--- config.mk ---
export PLATFORM = sky130hd
export DESIGN_NAME = counter_arbiter
export DESIGN_NICKNAME = d
export VERILOG_FILES = /design/src/rtl/counter_arbiter.sv
export SDC_FILE = /design/constraint.sdc
export NUM_CORES = 1
export LEC_CHECK = 0
export BUFFER_PORTS_ARGS = -buffer_cell sky130_fd_sc_hd__buf_4
export CAP_MARGIN = 30
export CORE_ASPECT_RATIO = 0.9
export CORE_UTILIZATION = 55
export CTS_CLUSTER_DIAMETER = 50
export CTS_CLUSTER_SIZE = 40
export DETAILED_ROUTE_END_ITERATION = 7
export PLACE_DENSITY = 0.89
export SLEW_MARGIN = 10
export SYNTH_ARGS = -nofsm -noshare
export SYNTH_HDL_FRONTEND = slang
export SYNTH_SLANG_ARGS = --single-unit
--- constraint.sdc ---
create_clock -name clock -period 5.8 [get_ports clock]
set_input_delay 0.58 -clock clock [delete_from_list [all_inputs] [get_ports clock]]
set_output_delay 0.58 -clock clock [all_outputs]
set_load 0.05 [all_outputs]
--- src/rtl/counter_arbiter.sv ---
// Round-robin arbiter granting four requesters exclusive access to one shared counter.
// Define COUNTER_ARBITER_SATURATE_EN to clamp inc/dec at the range limits instead of wrapping.
module counter_arbiter #(
   parameter int WIDTH = 16,
   parameter int STEP  = 1
) (
   input  logic               clock,
   input  logic               reset,
   input  logic [3:0]         req,
   input  logic [7:0]         op,
   input  logic [4*WIDTH-1:0] load_value,
   output logic [3:0]         grant,
   output logic               done,
   output logic               busy,
   output logic [WIDTH-1:0]   counter
);

   typedef enum logic [1:0] {IDLE, GRANT, APPLY, RELEASE} state_t;

   localparam logic [WIDTH:0] STEP_EXT = (WIDTH+1)'(STEP);

   state_t           state_reg, state_next;
   logic [1:0]       ptr_reg, ptr_next;
   logic [1:0]       winner_reg, winner_next;
   logic [3:0]       grant_reg, grant_next;
   logic [1:0]       op_reg, op_next;
   logic [WIDTH-1:0] operand_reg, operand_next;
   logic [WIDTH-1:0] counter_reg, counter_next;
   logic             done_reg, done_next;

   logic [1:0]       scan_idx [4];
   logic [1:0]       pick;
   logic             pick_valid;
   logic [WIDTH:0]   sum_ext, diff_ext;
   logic [WIDTH-1:0] inc_value, dec_value;

   // Candidate order starting at the pointer; 2-bit addition gives the mod-4 wrap.
   genvar gi;
   generate
      for (gi = 0; gi < 4; gi++) begin : g_scan
         assign scan_idx[gi] = ptr_reg + 2'(gi);
      end
   endgenerate

   always_comb begin
      pick       = 2'd0;
      pick_valid = 1'b0;
      for (int k = 0; k < 4; k++) begin
         if (!pick_valid && req[scan_idx[k]]) begin
            pick       = scan_idx[k];
            pick_valid = 1'b1;
         end
      end
   end

   // The extra top bit carries overflow on inc and borrow on dec.
   assign sum_ext  = {1'b0, counter_reg} + STEP_EXT;
   assign diff_ext = {1'b0, counter_reg} - STEP_EXT;

`ifdef COUNTER_ARBITER_SATURATE_EN
   assign inc_value = sum_ext[WIDTH]  ? {WIDTH{1'b1}} : sum_ext[WIDTH-1:0];
   assign dec_value = diff_ext[WIDTH] ? {WIDTH{1'b0}} : diff_ext[WIDTH-1:0];
`else
   assign inc_value = sum_ext[WIDTH-1:0];
   assign dec_value = diff_ext[WIDTH-1:0];
`endif

   always_comb begin
      state_next   = state_reg;
      ptr_next     = ptr_reg;
      winner_next  = winner_reg;
      grant_next   = grant_reg;
      op_next      = op_reg;
      operand_next = operand_reg;
      counter_next = counter_reg;
      done_next    = 1'b0;
      case (state_reg)
         IDLE: begin
            if (pick_valid) begin
               winner_next = pick;
               grant_next  = 4'b0001 << pick;
               state_next  = GRANT;
            end
         end
         GRANT: begin
            // Operands are captured here so a dropped req cannot disturb the operation.
            op_next      = op[{winner_reg, 1'b0} +: 2];
            operand_next = load_value[int'(winner_reg)*WIDTH +: WIDTH];
            state_next   = APPLY;
         end
         APPLY: begin
            case (op_reg)
               2'b00:   counter_next = inc_value;
               2'b01:   counter_next = dec_value;
               2'b10:   counter_next = operand_reg;
               default: counter_next = counter_reg;
            endcase
            done_next  = 1'b1;
            ptr_next   = winner_reg + 2'd1;
            state_next = RELEASE;
         end
         RELEASE: begin
            if (!req[winner_reg]) begin
               grant_next = 4'b0000;
               state_next = IDLE;
            end
         end
         default: state_next = IDLE;
      endcase
   end

   always_ff @(posedge clock or posedge reset) begin
      if (reset) begin
         state_reg   <= IDLE;
         ptr_reg     <= 2'd0;
         winner_reg  <= 2'd0;
         grant_reg   <= 4'b0000;
         op_reg      <= 2'b11;
         operand_reg <= '0;
         counter_reg <= '0;
         done_reg    <= 1'b0;
      end else begin
         state_reg   <= state_next;
         ptr_reg     <= ptr_next;
         winner_reg  <= winner_next;
         grant_reg   <= grant_next;
         op_reg      <= op_next;
         operand_reg <= operand_next;
         counter_reg <= counter_next;
         done_reg    <= done_next;
      end
   end

   assign grant   = grant_reg;
   assign done    = done_reg;
   assign busy    = (state_reg != IDLE);
   assign counter = counter_reg;

endmodule

# [Word-level counts from Yosys, hierarchy flattened]
# Index checks and enable logic that the tools add are counted.
[classes] n_reduce_logical=15 n_addsub=6 mux=26 order_cmp=5 eq_ne=7 n_shift=3
[ops] cell="$shiftx A64 B7 Y16" count=1
[ops] cell="$pmux W16 S3" count=1
[ops] cell="$add A16 B1 Y16 const B" count=1
[ops] cell="$sub A16 B1 Y16 const B" count=1
[ops] cell="$lt A2 B3 Y1 const B" count=5
[ops] cell="$mux W2" count=6
[ops] cell="$bmux W1 S2" count=5
[ops] cell="$mux W1" count=10
[ops] cell="$mux W4" count=2
[ops] cell="$pmux W2 S4" count=1
[ops] cell="$pmux W4 S2" count=1
[ops] cell="$shiftx A8 B4 Y2" count=1
[ops] cell="$eq A2 B2 Y1 const B" count=3
[ops] cell="$reduce_and A2 Y1" count=3
[ops] cell="$add A2 B1 Y2 const B" count=2
[ops] cell="$add A2 B2 Y2 const B" count=2
[ops] cell="$eq A2 B1 Y1 const B" count=2
[ops] cell="$logic_not A2 Y1" count=2
[ops] cell="$ne A2 B2 Y1 const B" count=2
[ops] cell="$reduce_bool A2 Y1" count=2
[ops] cell="$shl A1 B2 Y4 const A" count=1
[ops] cell="$logic_and A1 B1 Y1" count=3
[ops] cell="$logic_not A1 Y1" count=3
[ops] cell="$reduce_and A3 Y1" count=1
[ops] cell="$reduce_bool A3 Y1" count=1
[totals] register_bits=45 wordCells=70 input_bits=78

# [Depth between registers and ports, before layout]
[logic_depth] word_depth=15 depth_mapped=12 mapped_depth_nobuf=9

# [Worst setup path after synthesis]
# Ideal clock, no wire load.
[synth_timing] path_type="register -> register" from="register op_reg[1]" to="register counter_reg[8], in the netlist counter[8]" required_time_ps=5677 t_arrival_ps=2930 slack_ps=2747 synth_period_minus_slack_ps=3053 path_stages_with_launch=13 cell_sequence="dfstp_2 buf_6 nand2b_4 buf_2 buf_1 xnor2_1 ha_1 or3_1 a21oi_1 a21oi_2 mux2i_1 mux2_2 o221a_2"
[synth_between] elab_chain_len=3 word_cells_on_any_way=6 classes_between="2 x eq/ne; 1 x mux; 3 x reduce/logical"
[synth_lines] element="from (decl)" line="26" rtl="logic [1:0] op_reg, op_next;"
[synth_lines] element="from (signal assigned)" line="127" rtl="op_reg <= op_next;"
[synth_lines] element="$eq A2 B2 Y1 (tied with other cells)" line="92" rtl="case (op_reg)"
[synth_lines] element="$reduce_bool A3 Y1 (no source line)"
[synth_lines] element="$reduce_and A2 Y1 (no source line)"
[synth_lines] element="to (signal assigned)" line="129" rtl="counter_reg <= counter_next;"
[synth_lines] element="to (decl)" line="28" rtl="logic [WIDTH-1:0] counter_reg, counter_next;"
# Parallel ways exist; a longest one is shown, timed or not.
# A chain may end at the register's enable or synchronous reset.

# [Worst setup path in the final report]
# Ends and elaborated chain as after synthesis.

==> results.ini <==
[synthesis]
synth_edf_count = 0
syn_area_sq_um = 3466
synth-seq-cells = 45
ys_types = 63
yosysWarnings = 0
synth_ff_type = dfrtp_1
synth-async-reset-ratio_pct = 100.0
synth_fp_nets = 445
synth.yosys.seq_area_share_pct = 32.56
avgSynthCellArea_sq_um = 9.601
syn-instance-count = 361

[floorplan]
start_util_pct = 56.68
fp.dieArea_sq_um = 6624
dieWidth_um = 85.68
io_pins = 100
die_y_um = 77.31
rows = 27
core-area_sq_um = 6115

[clock_network]
htree_levels = 2
post_cts_resized = 0
clkLatencyLatePin_ns = 0.30
post_cts_buffers = 0
cts_made_buffers = 5
cts-hold-fix-buffers = 0
cts_tree = built
cts.reportedPaths.clkPinSlew_ns = 0.09
clock-sinks = 45
cts-root-buf = clkbuf_8
cts_buffer_depth = 2

[cells_and_area]
regArea_sq_um = 1129
nFillCells = 440
mostFrequentLayoutCells = buf_4 (102), dfrtp_1 (43), nand2_1 (38), o21ai_0 (24)
final_common_cell = buf_4
area_delta_synth_final_pct = 24.62
fin_nets = 519
final_area_sq_um = 4319
final_cells = 523
drive_gt1_share_pct = 37.39
multi_input_area_sq_um = 2158
num_antenna_cells = 0

[setup_path]
r2r_setup_slack_ns = 2.46
cp.required_ns = 5.99
crit_path_start_kind = register
worstPathMaxFanout = 36
rr_worst_depth = 9
worstReg2RegEnd = counter[8]
cp.arrival_ns = 3.52
crit_type = register to register
r2r_start = op_reg[1]
critPathCaptureType = register

[routing]
wl_per_cell_um = 17.47
drt-vias-per-instance = 6.365
drcViolationCount = 0
drtIter0Drc = 285
vias = 3329
drt-total-wl_um = 9139
ant_nets = 0
dr.pass1.iters = 5

[power_and_ir_drop]
leakage_nw = 1.834
power.density_nw_per_um2 = 575.9
peakVddDrop_mv = 0.3143

[placed_design]
place_area_sq_um = 4199
routabilityCongestion = 0.9327
dp_cells = 515
port_buffers = 99
dp_worst_setup_slack_ns = 2.503
place.detailed.hpwl_um = 6710

[timing]
finalHoldViolations = 0
finalCritPeriodShare_pct = 57.50
worstMarginPinSlew_ns = 0.9562
fin_ws_ns = 2.465
skew_ns = 0.008142
slew_violations = 0
max-slew-margin-rel_pct = 36.12
setup_violations = 0
max_freq_mhz = 299.9
fin_crit_ns = 3.335
fin_setup_tns_ns = 0
rsz0062_at_grt = false

[min_path]
hp-class = input port to asynchronous set/reset pin

[global_routing]
grt_pass1_wl_um = 15810
grt_max_degree = 46
antenna_found_initial = 0
grt_pass1_vias = 3258
grt_util_all_layers_pct = 30.31
grt_overflow = 0

[run_status]
status = complete, no violations

[run]
cap_violations = 0

[cells by family after synthesis]
| logic type | Yosys count | share of synthesized area, % |
|---|---|---|
| AOI/OAI and AO/OA | 105 | 21.34 |
| and+or+nand+nor | 105 | 15.49 |
| muxes | 49 | 21.77 |
| buffers and inverters | 45 | 5.162 |
| DFF | 45 | 32.56 |
| xor gates and xnor gates | 6 | 1.516 |
| adders and majority gates | 6 | 2.166 |
[how the worst max path moves through the flow]
| stage | start | to | slack (ns) | depth (start not counted) |
|---|---|---|---|---|
| 2_1_floorplan | op_reg[1] | counter[8] | 2.75 | 12 |
| 3_3_place_gp | op_reg[1] | counter[8] | 2.62 | 9 |
| 3_5_place_dp | op_reg[1] | counter[8] | 2.50 | 9 |
| 4_1_cts | op_reg[1] | counter[8] | 2.50 | 9 |
| 5_1_grt | op_reg[1] | counter[8] | 2.28 | 9 |
| 6_report | op_reg[1] | counter[8] | 2.46 | 9 |
[cell usage after synthesis (3+ instances only)]
cell	count	share of area, %
ha_1	6	2.2
a221oi_1	5	1.3
clkbuf_1	29	3.1
a21oi_1	15	2.2
mux2_2	19	6.2
o22ai_1	12	2.2
a31oi_1	7	1.3
o221a_2	4	1.3
o21a_1	3	0.65
mux4_2	19	12
or3_1	3	0.54
and3_1	4	0.72
o21ai_0	24	3.5
nor3_1	12	1.7
nand2b_1	3	0.54
a22oi_1	3	0.65
nand2_1	38	4.1
inv_1	10	1.1
nor2_1	19	2.1
xnor2_1	6	1.5
nor2b_1	4	0.72
mux2i_1	9	2.6
dfrtp_1	43	31
a21o_1	3	0.65
buf_1	3	0.32
nand3_1	6	0.87
[layer usage]
metal	global-route usage, %	vias up	routed length [um]
met3	5.274	19	779
met1	43.79	1611	3817
met4	10.50	0	183
li1	-	1525	-
met5	0	-	0
met2	46.08	174	4358
[layout make-up]
type | instances | share of cell area, %
multi-input cells | 271 | 49.97
well taps | 87 | 2.520
flip-flops and latches | 45 | 26.13
inverters | 10 | 0.8691
clock inverters | 2 | 0.8691
clock buffers | 6 | 1.912
repair buffers | 102 | 17.73
[through the flow]
stage | power, mW | hold slack (ns) | utilization [%]
after floorplan | 1.861 | 0.4753 | -
after global placement | 2.153 | 0.4667 | 68.67
after detailed placement | 2.225 | 0.4909 | 68.67
after CTS | 2.476 | 0.4314 | 70.64
after global routing | 2.675 | 0.4649 | 70.64
final | 2.487 | 0.4109 | 70.64
[power by group]
part           total (mW)  leakage (nW)  switching (mW)  internal (mW)
logic                1.47          1.23           0.798          0.670
registers           0.770         0.544           0.300          0.470
clock network       0.249        0.0574           0.109          0.140
total                2.49          1.83            1.21           1.28
[critical path: stages, from the launching register on]
cell      delay [ns]
dfstp_2         0.96
nand2b_4        0.41
xnor2_1         0.11
ha_1            0.26
or3_1           0.34
a21oi_1         0.27
a21oi_2         0.10
mux2i_1         0.17
mux2_2          0.35
o221a_2         0.24
Power figures use the tool's default switching activity.
